$ cat config.mk
export PLATFORM = sky130hd
export DESIGN_NAME = serial_add8_flat
export DESIGN_NICKNAME = d
export VERILOG_FILES = /design/src/rtl/serial_add8_if.sv /design/src/rtl/serial_add8.sv /design/src/flat_wrapper.sv
export SDC_FILE = /design/constraint.sdc
export NUM_CORES = 1
export LEC_CHECK = 0
export BUFFER_PORTS_ARGS = -buffer_cell sky130_fd_sc_hd__buf_2
export CAP_MARGIN = 0
export CORE_MARGIN = 2
export CORE_UTILIZATION = 59
export DETAILED_ROUTE_END_ITERATION = 6
export GPL_ROUTABILITY_DRIVEN = 0
export MAX_ROUTING_LAYER = met4
export PLACE_DENSITY_LB_ADDON = 0.25
export SLEW_MARGIN = 5
export SYNTH_ARGS = -nofsm -noshare
export SYNTH_HDL_FRONTEND = slang
export SYNTH_SLANG_ARGS = --single-unit
$ cat constraint.sdc
create_clock -name clk -period 3.2 [get_ports clk]
set_clock_uncertainty 0.05 [all_clocks]
set_input_delay 0.32 -clock clk [delete_from_list [all_inputs] [get_ports clk]]
set_output_delay 0.32 -clock clk [all_outputs]
set_load 0.03 [all_outputs]
$ cat src/rtl/serial_add8_if.sv
// Operand/result bundle for the bit-serial 8-bit adder.
// The master issues A/B/Cin with a start pulse; the slave returns S/Cout/V with status.
interface serial_add8_if;
  logic       start;
  logic [7:0] A;
  logic [7:0] B;
  logic       Cin;
  logic [7:0] S;
  logic       Cout;
  logic       V;
  logic       busy;
  logic       done;

  modport master (
    output start, A, B, Cin,
    input  S, Cout, V, busy, done
  );

  modport slave (
    input  start, A, B, Cin,
    output S, Cout, V, busy, done
  );
endinterface

$ cat src/rtl/serial_add8.sv
// Bit-serial 8-bit adder: one full-adder cell plus a carry flop, resolving LSB first.
// Results are published only at the RUN->DONE edge, so S/Cout/V never show partial sums.
module serial_add8 (
  input  logic         clk,
  input  logic         rst,
  serial_add8_if.slave bus
);

  typedef enum logic [1:0] {
    ST_IDLE = 2'd0,
    ST_RUN  = 2'd1,
    ST_DONE = 2'd2
  } state_t;

  state_t     r_state;
  state_t     w_state_nxt;
  logic [7:0] r_a_sh;
  logic [7:0] r_b_sh;
  logic [7:0] r_s_sh;
  logic       r_carry;
  logic       r_c7;
  logic [2:0] r_cnt;
  logic [7:0] r_s;
  logic       r_cout;
  logic       r_v;
  logic       r_busy;
  logic       r_done;
  logic [1:0] w_fa;
  logic       w_sum_bit;
  logic       w_carry_out;

  // Single full-adder cell: returns {carry_out, sum}.
  function automatic logic [1:0] full_add(input logic a, input logic b, input logic c);
    logic s;
    logic co;
    s  = a ^ b ^ c;
    co = (a & b) | (c & (a ^ b));
    return {co, s};
  endfunction

  assign w_fa        = full_add(r_a_sh[0], r_b_sh[0], r_carry);
  assign w_sum_bit   = w_fa[0];
  assign w_carry_out = w_fa[1];

  // Next-state logic; start only matters in IDLE and DONE always falls back to IDLE.
  always_comb begin
    w_state_nxt = r_state;
    case (r_state)
      ST_IDLE: begin
        if (bus.start) begin
          w_state_nxt = ST_RUN;
        end else begin
          w_state_nxt = ST_IDLE;
        end
      end
      ST_RUN: begin
        if (r_cnt == 3'd7) begin
          w_state_nxt = ST_DONE;
        end else begin
          w_state_nxt = ST_RUN;
        end
      end
      ST_DONE: w_state_nxt = ST_IDLE;
      default: w_state_nxt = ST_IDLE;
    endcase
  end

  // State register, serial datapath and registered result/status outputs.
  always_ff @(posedge clk) begin
    if (rst) begin
      r_state <= ST_IDLE;
      r_a_sh  <= 8'd0;
      r_b_sh  <= 8'd0;
      r_s_sh  <= 8'd0;
      r_carry <= 1'b0;
      r_c7    <= 1'b0;
      r_cnt   <= 3'd0;
      r_s     <= 8'd0;
      r_cout  <= 1'b0;
      r_v     <= 1'b0;
      r_busy  <= 1'b0;
      r_done  <= 1'b0;
    end else begin
      r_state <= w_state_nxt;
      r_busy  <= (w_state_nxt == ST_RUN);
      r_done  <= (w_state_nxt == ST_DONE);
      case (r_state)
        ST_IDLE: begin
          if (bus.start) begin
            r_a_sh  <= bus.A;
            r_b_sh  <= bus.B;
            r_carry <= bus.Cin;
            r_cnt   <= 3'd0;
          end
        end
        ST_RUN: begin
          r_s_sh  <= {w_sum_bit, r_s_sh[7:1]};
          r_a_sh  <= {1'b0, r_a_sh[7:1]};
          r_b_sh  <= {1'b0, r_b_sh[7:1]};
          r_carry <= w_carry_out;
          r_cnt   <= r_cnt + 3'd1;
          // Carry out of bit 6 is the carry into bit 7, needed for signed overflow.
          if (r_cnt == 3'd6) begin
            r_c7 <= w_carry_out;
          end
          if (r_cnt == 3'd7) begin
            r_s    <= {w_sum_bit, r_s_sh[7:1]};
            r_cout <= w_carry_out;
            r_v    <= r_c7 ^ w_carry_out;
          end
        end
        ST_DONE: begin
          r_cnt <= 3'd0;
        end
        default: begin
          r_cnt <= 3'd0;
        end
      endcase
    end
  end

  assign bus.S    = r_s;
  assign bus.Cout = r_cout;
  assign bus.V    = r_v;
  assign bus.busy = r_busy;
  assign bus.done = r_done;

endmodule

$ cat src/flat_wrapper.sv
// flat-port wrapper written by rule: the top's interface ports become plain ports
module serial_add8_flat 
  (clk, rst, bus_start, bus_A, bus_B, bus_Cin, bus_S, bus_Cout, bus_V, bus_busy, bus_done);
  serial_add8_if bus_i ();
  input  logic clk;
  input  logic rst;
  input wire logic [$bits(bus_i.start)-1:0] bus_start;
  input wire logic [$bits(bus_i.A)-1:0] bus_A;
  input wire logic [$bits(bus_i.B)-1:0] bus_B;
  input wire logic [$bits(bus_i.Cin)-1:0] bus_Cin;
  output wire logic [$bits(bus_i.S)-1:0] bus_S;
  output wire logic [$bits(bus_i.Cout)-1:0] bus_Cout;
  output wire logic [$bits(bus_i.V)-1:0] bus_V;
  output wire logic [$bits(bus_i.busy)-1:0] bus_busy;
  output wire logic [$bits(bus_i.done)-1:0] bus_done;
  assign bus_i.start = bus_start;
  assign bus_i.A = bus_A;
  assign bus_i.B = bus_B;
  assign bus_i.Cin = bus_Cin;
  assign bus_S = bus_i.S;
  assign bus_Cout = bus_i.Cout;
  assign bus_V = bus_i.V;
  assign bus_busy = bus_i.busy;
  assign bus_done = bus_i.done;
  serial_add8 u_core (.clk(clk), .rst(rst), .bus(bus_i));
endmodule
==> impl_metrics.toml, run 1 <==
[logic_synthesis]
synthesis.area_mm2 = 0.00183
syn-instance-count = 188
syn_area_per_cell_um2 = 9.74
synth.distinct_cells = 28
async_flop_share_pct = 0
synth_seq_cells = 42
syn_nets = 212
ys.flop_type = "dfxtp_1"
synth_edf_count = 0
synth_commonest_cells = "dfxtp_1 (42), nand2_1 (33), a21oi_1 (19)"
synth_warnings = 0
yosys-top-cells-area = "dfxtp_1 (46%), a211oi_2 (10%), mux2i_1 (8.7%), nand2_1 (6.8%), a21oi_1 (5.2%)"
synth_most_common_cell = "dfxtp_1"
ys_seq_area_share_pct = 45.9
synth_top_cell_by_area = "dfxtp_1"
synth_top_area_share_pct = 45.9

[drt]
vias = 1341
drtPass1Iterations = 4
route.detailed.drc = 0
drtAntennaViolNets = 0
avgViaCountPerCell = 5.47
dr.first_iter.drc_count = 35
wl_per_cell_um = 13.5
routed_wl_um = 3300

[clock_network]
cts_max_path_buffers = 2
path_clk_slew_ns = 0.11
post_cts_resized = 0
h-tree-depth = 2
clock-sinks = 42
clkLatencyLatePin_ns = 0.34
cts_buffers = 5
cts.root.buffer_cell = "clkbuf_4"
cts_setup_buffers = 0
cts_tree = "done"
postCtsHoldBufs = 0

[placed_design]
dpl.hpwl_um = 2320
dp_cells = 237
place_area_mm2 = 0.00192
portBuffers = 31

[worst_setup_path]
worstPathCellList = "o21ba_4, nor2_1, a211oi_2"
regToRegSetupSlack_ns = 1.45
crit_fanout = 30
path_buf_inv = 0
endpoint_kind = "flip-flop"
max_stage_delay_ns = 0.74
slowest_stage = "dfxtp_1"
arrival_ns = 1.97
cp_top_family = "compound AO/OA/AOI/OAI gates"
start_kind = "flip-flop"
required_ns = 3.42
criticalPathCategory = "reg -> reg"

[worst_hold_path]
hold_class = "in -> reg"

[finish]
layout.nets = 235
diodes = 0
syn_to_final_growth_pct = 8.81
final_cell_area_mm2 = 0.00199
instances_no_fill = 245
drive_gt1_share_pct = 27.8

[timing]
max_freq_mhz = 571
slew_headroom_pct = 41.3
setup_tns_ns = 0
worstMarginPinSlew_ns = 0.881
report.final.hold_viol_count = 0
timing.final.crit_share_pct = 54.8
slew_violations = 0
rsz0062_at_grt = "no"
finalSetupViolations = 0
period_minus_slack_ns = 1.75

[die]
core_area_mm2 = 0.00300
fp.dieArea_mm2 = 0.00357
ioPinCount = 32
die_w_um = 59.7
die_y_um = 59.7
initial_utilization_pct = 61.0
num_rows = 20

[pwr]
p_leak_uw = 0.000799
powerDensity_mw_per_mm2 = 503
peakVddDrop_uv = 288

[job]
maxCapViolations = 0

[global_routing]
grt_pass1_wl_um = 5460
grt_max_degree = 43
grt_use_total_pct = 21.2
grt_pass1_vias = 1255
gr-total-overflow = 0
antenna_found_initial = 0

[status]
status = "completed"
metrics by stage:
stage	setup slack, ns	utilization (%)	hold WS (ns)	total power, uW
5_1_grt	1.32	66.4	0.187	1050
4_1_cts	1.42	66.4	0.151	1010
2_1_floorplan	1.89	-	0.382	668
3_3_place_gp	1.50	63.9	0.389	682
3_5_place_dp	1.45	63.9	0.394	689
6_report	1.45	66.4	0.160	1000
routing by layer:
metal	wire, um	up-vias	share of wire (%)	GRT usage [%]
li1	-	692	-	-
met1	1430	605	43	24.0
met2	1640	37	50	34.6
met3	171	7	5.2	7.14
met4	51	0	1.5	7.62
met5	0	-	0	-
worst register-to-register path: stages, from the launching register on:
cell and delay (ns):
dfxtp_1 0.74, o21ba_4 0.56, nor2_1 0.13, a211oi_2 0.20
layout make-up:
class                   count  area (um2)
fillers                   260        1010
multi-input cells         128         866
flip-flops and latches     42         841
repair buffers             32         163
clock buffers               7        45.0
well taps                  33        41.3
clock inverters             1        30.0
inverters                   2        7.51
cells by family after synthesis:
kind of cell | after synthesis | share of synthesized area, %
simple gates | 65 | 15.7
compound gates | 42 | 19.2
flops | 42 | 45.9
buf+inv | 18 | 6.83
mux | 16 | 8.74
fa+ha+maj | 4 | 3.14
xor+xnor | 1 | 0.478
worst paths after layout:
path,start,end,cells past startpoint
hold reg to reg,u_core.bus.S[3],u_core.bus.S[3],2
setup / recovery,u_core.r_state[0],u_core.r_a_sh[6],3
hold / removal,bus_A[7],u_core.r_a_sh[7],3
setup reg to reg,u_core.r_state[0],u_core.r_a_sh[6],3
registers in the layout, indices dropped and copies added, names as in the netlist:
name             flops
u_core.bus.Cout      1
u_core.bus.S         8
u_core.bus.V         1
u_core.bus.busy      1
u_core.bus.done      1
u_core.r_a_sh        8
u_core.r_b_sh        8
u_core.r_c7          1
u_core.r_carry       1
u_core.r_cnt         3
u_core.r_s_sh        7
u_core.r_state       2
report_power, final:
part | switching (uW) | leakage (uW) | internal (uW)
clock | 160 | 0.0000395 | 166
combinational | 62.5 | 0.000416 | 49.6
sequential | 18.6 | 0.000343 | 546
cell usage in the layout, fill, tap and decap left out, drive strengths merged, types with 3 or more instances in the layout:
master  instances
dfxtp          42
nand2          33
buf            32
nor2           21
a21oi          19
mux2i          16
a211oi         16
clkbuf          7
nor3b           3
nor3            3
ha              3
Power figures use the tool's default switching activity.
==> run 2: changes to the inputs <==
--- a/config.mk
+++ b/config.mk
@@ -5,10 +5,11 @@
 export SDC_FILE = /design/constraint.sdc
 export NUM_CORES = 1
 export LEC_CHECK = 0
+export ABC_AREA = 1
 export BUFFER_PORTS_ARGS = -buffer_cell sky130_fd_sc_hd__buf_2
 export CAP_MARGIN = 0
 export CORE_MARGIN = 2
-export CORE_UTILIZATION = 59
+export CORE_UTILIZATION = 50
 export DETAILED_ROUTE_END_ITERATION = 6
 export GPL_ROUTABILITY_DRIVEN = 0
 export MAX_ROUTING_LAYER = met4
==> constraint.sdc (replaced) <==
create_clock -name clk -period 1.6 [get_ports clk]
set_clock_uncertainty 0.05 [all_clocks]
set_input_delay 0.16 -clock clk [delete_from_list [all_inputs] [get_ports clk]]
set_output_delay 0.16 -clock clk [all_outputs]
set_load 0.03 [all_outputs]
==> run 2 against run 1 <==
  * Final cell count increased by 45%
  * Combinational power increased to 2.7 times the previous value
  * Sequential cell count is the same
  * Synthesized area grew 7.2%
  * Wire length rose by 11%
  * Design area rose by 11%
  * Critical path depth increased by 3
  * Worst hold slack worse by 0.079 ns
  * Non-clock buffer count up 4
  * Register-to-register slack got worse by 1.2 ns
  * Synthesized cell count up 48%
  * Critical path type unchanged
==> impl_metrics.toml, run 2 <==
[timing]
max_freq_mhz = 742
worstMarginPinSlew_ns = 0.419
slew_violations = 0
finalSetupViolations = 0
fin_ws_ns = 0.252
setup_tns_ns = 0
timing.final.crit_share_pct = 84.3
rsz0062_at_grt = "no"
period_minus_slack_ns = 1.35
slew_headroom_pct = 72.0
report.final.hold_viol_count = 0

[logic_synthesis]
synthesis.area_mm2 = 0.00196
synth_most_common_cell = "nand2_1"
ys_seq_area_share_pct = 42.8
yosys-top-cells-area = "dfxtp_1 (43%), nand2_1 (17%), nor2_1 (9.2%), nand3_1 (6.4%), inv_1 (4.6%)"
synth_top_area_share_pct = 42.8
synth.distinct_cells = 20
async_flop_share_pct = 0
ys.flop_type = "dfxtp_1"
synth_edf_count = 0
synth_top_cell_by_area = "dfxtp_1"
synth_warnings = 0
syn_nets = 302
syn_area_per_cell_um2 = 7.07
synth_seq_cells = 42
synth_commonest_cells = "nand2_1 (89), nor2_1 (48), dfxtp_1 (42)"
syn-instance-count = 278

[worst_setup_path]
criticalPathCategory = "reg -> reg"
arrival_ns = 1.50
start_kind = "flip-flop"
crit_fanout = 23
required_ns = 1.75
endpoint_kind = "flip-flop"

[die]
num_rows = 22
initial_utilization_pct = 52.9
die_w_um = 66.7
core_area_mm2 = 0.00372
ioPinCount = 32
die_y_um = 66.7
fp.dieArea_mm2 = 0.00445

[drt]
drtPass1Iterations = 4
route.detailed.drc = 0
routed_wl_um = 3660
avgViaCountPerCell = 4.61
vias = 1642
wl_per_cell_um = 10.3
drtAntennaViolNets = 0
dr.first_iter.drc_count = 90

[placed_design]
portBuffers = 31
dpl.hpwl_um = 2510
place_area_mm2 = 0.00213
dp_slack_ns = 0.248

[global_routing]
grt_max_degree = 35
grt_pass1_vias = 1532
grt_pass1_wl_um = 6420
antenna_found_initial = 0
gr-total-overflow = 0
grt_use_total_pct = 20.0

[finish]
final_common_cell = "nand2_1"
final_cell_mix = "nand2_1 (89), nor2_1 (48), dfxtp_1 (42), buf_2 (31), nand3_1 (25)"
syn_to_final_growth_pct = 13.1
diodes = 0
drive_gt1_share_pct = 19.5
layout.nets = 331
final_cell_area_mm2 = 0.00222

[pwr]
netSwitchingPower_uw = 589
powerDensity_mw_per_mm2 = 974
p_sw_share_pct = 27.2
comb_power_share_pct = 14.1
p_clk_share_pct = 32.9
p_total_uw = 2160
seq_power_share_pct = 53.1
peakVddDrop_uv = 622
p_leak_uw = 0.00116
internal_power_uw = 1580

[clock_network]
postCtsHoldBufs = 0
path_clk_slew_ns = 0.08
cts_max_path_buffers = 2
cts_buffers = 5
clock-sinks = 42
cts_tree = "done"
post_cts_resized = 0
cts_setup_buffers = 0
h-tree-depth = 2
cts.root.buffer_cell = "clkbuf_8"
clkLatencyLatePin_ns = 0.30

[job]
maxCapViolations = 0

[worst_hold_path]
hold_class = "in -> reg"

[status]
status = "completed"
==> run 2: cell types whose count changed in the layout (fill, tap and decap cells not counted), sizes merged, moves of 2 or more <==
cell     change
nand2       +58
nor2        +37
nand3       +26
inv         +24
a211oi      -16
mux2i       -16
a21oi       -12
o21ai        +8
buf          +4
nor3         -3
nor3b        -3
a2111oi      -2
a22oi        -2
==> run 2: routing by layer <==
layer  vias up  global-route usage (%)  share of wire [%]
li1        900                       -                  -
met1       702                    21.6                 48
met2        32                    31.9                 45
met3         8                    6.93                4.8
met4         0                    11.5                2.5
met5         -                       -                  0
==> run 2: path summary, 6_finish.rpt <==
| path | start | to | slack (ns) | depth (start not counted) |
|---|---|---|---|---|
| worst max register to register | u_core.r_state[1] | u_core.r_c7 | 0.25 | 6 |
| worst max-delay path | u_core.r_state[1] | u_core.r_c7 | 0.25 | 6 |
| worst min-delay path | bus_A[7] | u_core.r_a_sh[7] | 0.08 | 3 |
| worst min register to register | u_core.r_s_sh[2] | u_core.bus.S[1] | 0.41 | 2 |
==> run 2: kinds of logic after synthesis <==
group                    after synthesis  share of synthesized area [%]
buffers and inverters                 40                           10.8
AO/OA/AOI/OAI                         16                           4.65
XOR/XNOR                               1                          0.446
adder cells (fa/ha/maj)                4                           2.93
AND/OR/NAND/NOR                      175                           38.3
flip-flops                            42                           42.8
==> run 2: worst max-delay path: stages, from the launching register on <==
cell and delay (ns):
dfxtp_1 0.35, inv_2 0.26, nand2_4 0.23, nor2_1 0.18, nand2_1 0.08, nand2_1 0.07
nor2_1 0.04
==> run 2: through the flow <==
stage	instances	hold slack (ns)	util, %
finish	356	0.0803	59.8
global route	356	0.0870	59.8
CTS	356	0.0734	59.8
detailed placement	348	0.396	57.2
global placement	348	0.387	57.2
floorplan	278	0.275	-
==> run 2: layout make-up <==
cell class,count,area (um2)
fill,370,1490
multi-input combinational,196,911
sequential,42,841
timing repair buffer,36,218
inverter,26,97.6
clock buffer,6,82.6
tap,48,60.1
clock inverter,2,12.5
==> run 2: power groups by stage <==
stage	clock, uW	combinational [uW]	sequential (uW)
2_1_floorplan	0	246	1160
3_5_place_dp	0	305	1170
4_1_cts	731	307	1150
5_1_grt	785	354	1160
6_report	712	304	1150
3_3_place_gp	0	297	1170
